[src/rtl/extest_wrapper_pkg.sv]
// Shared constants and sequencer state type for the EXTEST boundary wrapper.
package extest_wrapper_pkg;

  localparam int WBR_LEN = 8;
  localparam int NUM_IN  = 4;
  localparam int NUM_OUT = 4;
  localparam int CNT_W   = 4;
  localparam logic [CNT_W-1:0] UPDATE_CNT = 4'd8;

  typedef enum logic {
    SHIFT  = 1'b0,
    UPDATE = 1'b1
  } seq_state_t;

  // Counts 0..7 shift the chain; the terminal count is the update/capture slot.
  function automatic seq_state_t seq_state(input logic [CNT_W-1:0] cnt);
    return (cnt == UPDATE_CNT) ? UPDATE : SHIFT;
  endfunction

endpackage

[src/rtl/wbc_cell.sv]
// One wrapper boundary cell: shift flop with capture, plus an update flop
// that drives the functional output in EXTEST when HAS_UPDATE is set.
module wbc_cell #(
  parameter bit HAS_UPDATE = 1'b1
) (
  input  logic clk,
  input  logic reset,
  input  logic en,
  input  logic si,
  input  logic cdata,
  input  logic shift,
  input  logic capture,
  input  logic update,
  input  logic mode,
  input  logic fin,
  output logic so,
  output logic fout
);

  logic shift_reg;
  logic upd_reg;

  always_ff @(posedge clk) begin
    if (reset) begin
      shift_reg <= 1'b0;
    end else if (en) begin
      if (shift) begin
        shift_reg <= si;
      end else if (capture) begin
        shift_reg <= cdata;
      end
    end
  end

  // Without an update stage this flop never loads and folds away to zero.
  always_ff @(posedge clk) begin
    if (reset) begin
      upd_reg <= 1'b0;
    end else if (en && update && HAS_UPDATE) begin
      upd_reg <= shift_reg;
    end
  end

  assign so   = shift_reg;
  assign fout = (mode && HAS_UPDATE) ? upd_reg : fin;

endmodule

[src/rtl/extest_wrapper.sv]
// Accumulator core wrapped by an 8-cell boundary register with an EXTEST
// shift/update sequencer. Define EXTEST_CORE_HOLD_EN to freeze the core in EXTEST.
module extest_wrapper
  import extest_wrapper_pkg::*;
(
  input  logic         clk,
  input  logic         reset,
  input  logic         en,
  input  logic         extest_mode,
  input  logic         extest_scan_in,
  output logic         extest_scan_out,
  input  logic [3:0]   in,
  output logic [3:0]   out
);

  logic [3:0]       acc_reg, acc_next;
  logic [CNT_W-1:0] cnt_reg, cnt_next;
  seq_state_t       state;
  logic             shift_en;
  logic             upd_en;
  logic             core_en;
  logic [WBR_LEN:0] chain;
  logic [NUM_IN-1:0] core_in;

`ifdef EXTEST_CORE_HOLD_EN
  assign core_en = !extest_mode;
`else
  assign core_en = 1'b1;
`endif

  assign state = seq_state(cnt_reg);

  always_comb begin
    cnt_next = cnt_reg;
    shift_en = 1'b0;
    upd_en   = 1'b0;
    if (extest_mode) begin
      case (state)
        SHIFT: begin
          shift_en = 1'b1;
          cnt_next = cnt_reg + 4'd1;
        end
        UPDATE: begin
          upd_en   = 1'b1;
          cnt_next = '0;
        end
        default: cnt_next = '0;
      endcase
    end else begin
      // Leaving EXTEST forces a full 8-shift sequence on re-entry.
      cnt_next = '0;
    end
  end

  always_ff @(posedge clk) begin
    if (reset) begin
      cnt_reg <= '0;
    end else if (en) begin
      cnt_reg <= cnt_next;
    end
  end

  always_comb begin
    acc_next = acc_reg;
    if (core_en) begin
      acc_next = acc_reg + core_in;
    end
  end

  always_ff @(posedge clk) begin
    if (reset) begin
      acc_reg <= '0;
    end else if (en) begin
      acc_reg <= acc_next;
    end
  end

  assign chain[0]        = extest_scan_in;
  assign extest_scan_out = chain[WBR_LEN];

  generate
    for (genvar gi = 0; gi < NUM_IN; gi++) begin : g_iwbc
      wbc_cell #(.HAS_UPDATE(1'b0)) u_iwbc (
        .clk     (clk),
        .reset   (reset),
        .en      (en),
        .si      (chain[gi]),
        .cdata   (in[gi]),
        .shift   (shift_en),
        .capture (upd_en),
        .update  (1'b0),
        .mode    (extest_mode),
        .fin     (in[gi]),
        .so      (chain[gi+1]),
        .fout    (core_in[gi])
      );
    end

    // Output cells hold their shift flops during the update slot.
    for (genvar gi = 0; gi < NUM_OUT; gi++) begin : g_owbc
      wbc_cell #(.HAS_UPDATE(1'b1)) u_owbc (
        .clk     (clk),
        .reset   (reset),
        .en      (en),
        .si      (chain[NUM_IN+gi]),
        .cdata   (acc_reg[gi]),
        .shift   (shift_en),
        .capture (1'b0),
        .update  (upd_en),
        .mode    (extest_mode),
        .fin     (acc_reg[gi]),
        .so      (chain[NUM_IN+gi+1]),
        .fout    (out[gi])
      );
    end
  endgenerate

endmodule

[config.mk]
export PLATFORM = sky130hd
export DESIGN_NAME = extest_wrapper
export DESIGN_NICKNAME = d
export VERILOG_FILES = /design/src/rtl/extest_wrapper_pkg.sv /design/src/rtl/wbc_cell.sv /design/src/rtl/extest_wrapper.sv
export SDC_FILE = /design/constraint.sdc
export NUM_CORES = 1
export LEC_CHECK = 0
export CORE_AREA = 2 2 49 51
export DETAILED_ROUTE_END_ITERATION = 10
export DIE_AREA = 0 0 51 53
export PLACE_DENSITY_LB_ADDON = 0.05
export SLEW_MARGIN = 20
export SYNTH_ARGS = -nofsm -noshare
export SYNTH_HDL_FRONTEND = slang
export SYNTH_SLANG_ARGS = --single-unit
export TNS_END_PERCENT = 30
[constraint.sdc]
create_clock -name clk -period 3.3 [get_ports clk]
set_input_delay 0.99 -clock clk [delete_from_list [all_inputs] [get_ports clk]]
set_output_delay 0.99 -clock clk [all_outputs]
set_load 0.1 [all_outputs]
==> results list <==
* Average detailed-routed wire length per instance: 12.6 µm
- The worst setup path is of the input pin to output port kind.
* Starting utilization of the core area: 49.2%
- Endpoint of the worst-slack reg-to-reg timing path: acc_reg[3]
- In the post-synthesis netlist, the biggest area contributors are dfxtp_1 (38%), ha_1 (5.9%), a21oi_1 (5.7%).
- Most common flop cell mapped by yosys: dfxtp_1
- In the routed layout, each cell is associated on average with a via count of between 5 and 6.
- Hold repair after CTS inserted 0 buffers.
- Between clock sinks in the finished design, the worst skew comes to about 0.0076 ns.
* Post-synthesis to final-layout area growth: 18.1%
- The analysis attributes to cell leakage a power of 0.485 nW.
- Leftover overflow at the end of global routing: 0
- Via count of the first global-routing pass: 802
* Resized Gates After CTS: 0
- For this run, the register share of the synthesized area comes to 37.9%.
* Worst hold-check slack: 0.466 ns
- The die is 53 µm tall.
- Sequential power share: a little under half
- Endpoint required time on the critical path: 2.31 ns
- Power spent charging and discharging nets: ~0.00014 W
- Floorplan die area: around 0.0027 mm²
* Detailed Place HPWL: 1420 µm
- Total via count after detailed routing: a little over 800
- Buffers inserted during clock tree synthesis total 3.
- Critical Path Max Stage Delay: between 0.5 and 0.6 ns
* Critical-path maximum fanout: 5
* Die outline width: 51 µm
* Post-route DRC violation count: 0
* Clk sink count: 20
- Clock-pin slew on the worst setup and hold paths: 0.12 ns
- Final Hold Fails: 0
- Internal power contribution: 0.000416 W
- Relative max-transition margin: between 70% and 80%
- CP bufs+invs: 2
* R2r startpoint: acc_reg[1]
- Final WS setup: about 0.15 ns
- Cell depth of the worst flop-to-flop path: 5
* Cell with the most instances after synthesis: dfxtp_1
- Kind of capture point of the worst setup path: output port
- Yosys top cell by area: dfxtp_1
- Switching share of power: about a quarter
- Worst min-delay path endpoint: g_iwbc[3].u_iwbc.so
* Yosys reg bits: 20
- Combinational fraction of design power: 18.2%
- Static timing analysis puts the maximum clock frequency at 0.317 GHz.
- The tree is rooted in a clkbuf_4.
- The count of buffers added on input and output ports is 13.
* Number of nets in the finished design: approximately 140
* Total negative slack for setup checks: 0 ns
- The number of antenna diodes in the final layout is 0.
- Max Cap Viol: 0
- Post-Place Setup Slack: approximately 0.15 ns
- The clock network accounts for a little over a third of the total power.
* RSZ-0062 raised after global routing: false
* Pre-Repair DR Iteration Count: 4
* Cells traversed along the worst timing path: clkdlybuf4s50_1 > mux2_1 > buf_12
- Buffers added to address setup during post-CTS repair amount to 0.
* CP top delay family: buffers and inverters
- Synth cell types: 34
- Initial antenna violation count: 0
- Netlist area before placement: between 0.001 and 0.0015 mm²
- Counting instances in the post-synthesis netlist gives the leading cell types as dfxtp_1 (20), nand2_1 (15), a21oi_1 (12), nor2_1 (10), buf_4 (8).
- After layout, the worst path uses a little over nine tenths of the clock period.
* Level count of the clock H-tree: 1
- The worst hold path begins at g_iwbc[3].u_iwbc.so.
- The finished cells cover 0.00125 mm².
* Synthesized instance count: approximately 120
- Data arrival time at the worst-slack endpoint: around 2.2 ns
- Maximum number of pins on one net before global-route repair: 22
- In this run the worst hold path is classified as flop to flop.
* Placer's final routability congestion estimate: 0.724
- Setup violations remaining at the end of the flow were counted as 0.
* Count of antenna-violating nets left after detailed routing: 0
- Net count after synthesis: around 130
- Register-to-register path setup slack: around 1.6 ns
- Share of cells above drive strength 1: ~16%
- For the pin with the worst max-slew slack, the measured transition is 0.428 ns.
- Ys async rst share: 0%
- For this run, the number of Yosys warnings is 0.
- After floorplanning, the core was sized to cover between 0.002 and 0.0025 mm².
- Minimum clock period: 3.15 ns
- The flow ran to the end, and the final reports show no timing, DRC or antenna violations.
- Mean area per synthesized cell: around 9 µm²
- Row count: 17
- The number of max-slew violations in the final report came to 0.
* GRT Resource Usage Total: 17.7%
* Detailed Route WL: between 1500 and 2000 µm
* Clock insertion delay at the later pin of the skew report: 0.30 ns
* Placed instance area: roughly 0.0012 mm²
* CP startpoint kind: input pin
- Clk buf depth: 2
- Number of flops mapped to enable cells by yosys: 0
- Post-synth top area share: a little under two fifths
- Pin placement for this block handled 14 I/O pins.
* Number of DRC markers in iteration 0: 13
- The first global-routing pass estimated 3600 µm of wire.
- Filler instances: roughly 200
* IR Drop Worst-Case VDD: about 0.00039 V
* CTS tree: done
* Slowest cell on crit path: clkdlybuf4s50_1
- The worst hold path passes through 2 cells.
* Power per cell area: around 440 mW/mm²
## worst min-delay path: cells and delay by family (launching register included)
| kind | cells | cell delay, ns |
|---|---|---|
| AOI/OAI and AO/OA | 1 | 0.05 |
| DFF | 1 | 0.33 |
| and+or+nand+nor | 1 | 0.05 |
## area by class of cell
type	instances	area (µm²)	share of cell area (%)
Clock buffer	3	22.5	1.81
Clock inverter	1	30.0	2.41
Inverter	3	11.3	0.903
Multi-Input combinational cell	83	558	44.7
Sequential cell	20	400	32.1
Tap cell	28	35.0	2.81
Timing Repair Buffer	16	190	15.2
## power groups by stage
stage / clock network (W) / registers, W / logic, W
finish: 0.000197 / 0.000256 / 0.000101
global route: 0.000212 / 0.000257 / 0.000110
CTS: 0.000205 / 0.000256 / 0.000102
detailed placement: 0 / 0.000261 / 0.000101
global placement: 0 / 0.000261 / 0.0000995
floorplan: 0 / 0.000259 / 0.0000739
## cell families after synthesis
| kind of cell | count (synthesis) | synth area share, % |
|---|---|---|
| XOR/XNOR | 1 | 0.830 |
| buffers and inverters | 14 | 9.24 |
| adder cells (fa/ha/maj) | 6 | 7.82 |
| AND/OR/NAND/NOR | 42 | 20.5 |
| flip-flops | 20 | 37.9 |
| multiplexers | 9 | 9.24 |
| AO/OA/AOI/OAI | 25 | 14.5 |
## metrics by stage
stage / cells / power [W] / utilization, %
floorplan: 117 / 0.000333 / -
global placement: 150 / 0.000361 / 55.6
detailed placement: 150 / 0.000362 / 55.6
CTS: 154 / 0.000562 / 58.1
global route: 154 / 0.000580 / 58.1
finish: 154 / 0.000554 / 58.1
## placed cells by master (no fill, tap or decap), drive strengths merged, types with 5 or more instances in the layout
master and instances:
ha 5, a21oi 13, nor2 11, buf 8, nand3 5, dfxtp 20
nand2 17, mux2 6, clkdlybuf4s50 8, o21ai 5
## layer usage
layer	GRT usage, %	vias to the layer above	routed length (µm)
met5	0	-	0
met4	6.76	0	12
met3	1.69	2	62
met2	29.9	11	878
met1	23.4	374	984
li1	-	420	-
## how the worst max path moves through the flow
stage,start,end,slack [ns],cells after the start
after detailed placement,extest_mode,out[0],0.15,3
after CTS,extest_mode,out[0],0.14,3
final,extest_mode,out[0],0.15,3
after floorplan,extest_mode,out[0],0.65,3
after global placement,extest_mode,out[3],0.17,3
after global routing,extest_mode,out[0],0.11,3
No activity file was read; power rests on OpenSTA's default activity.
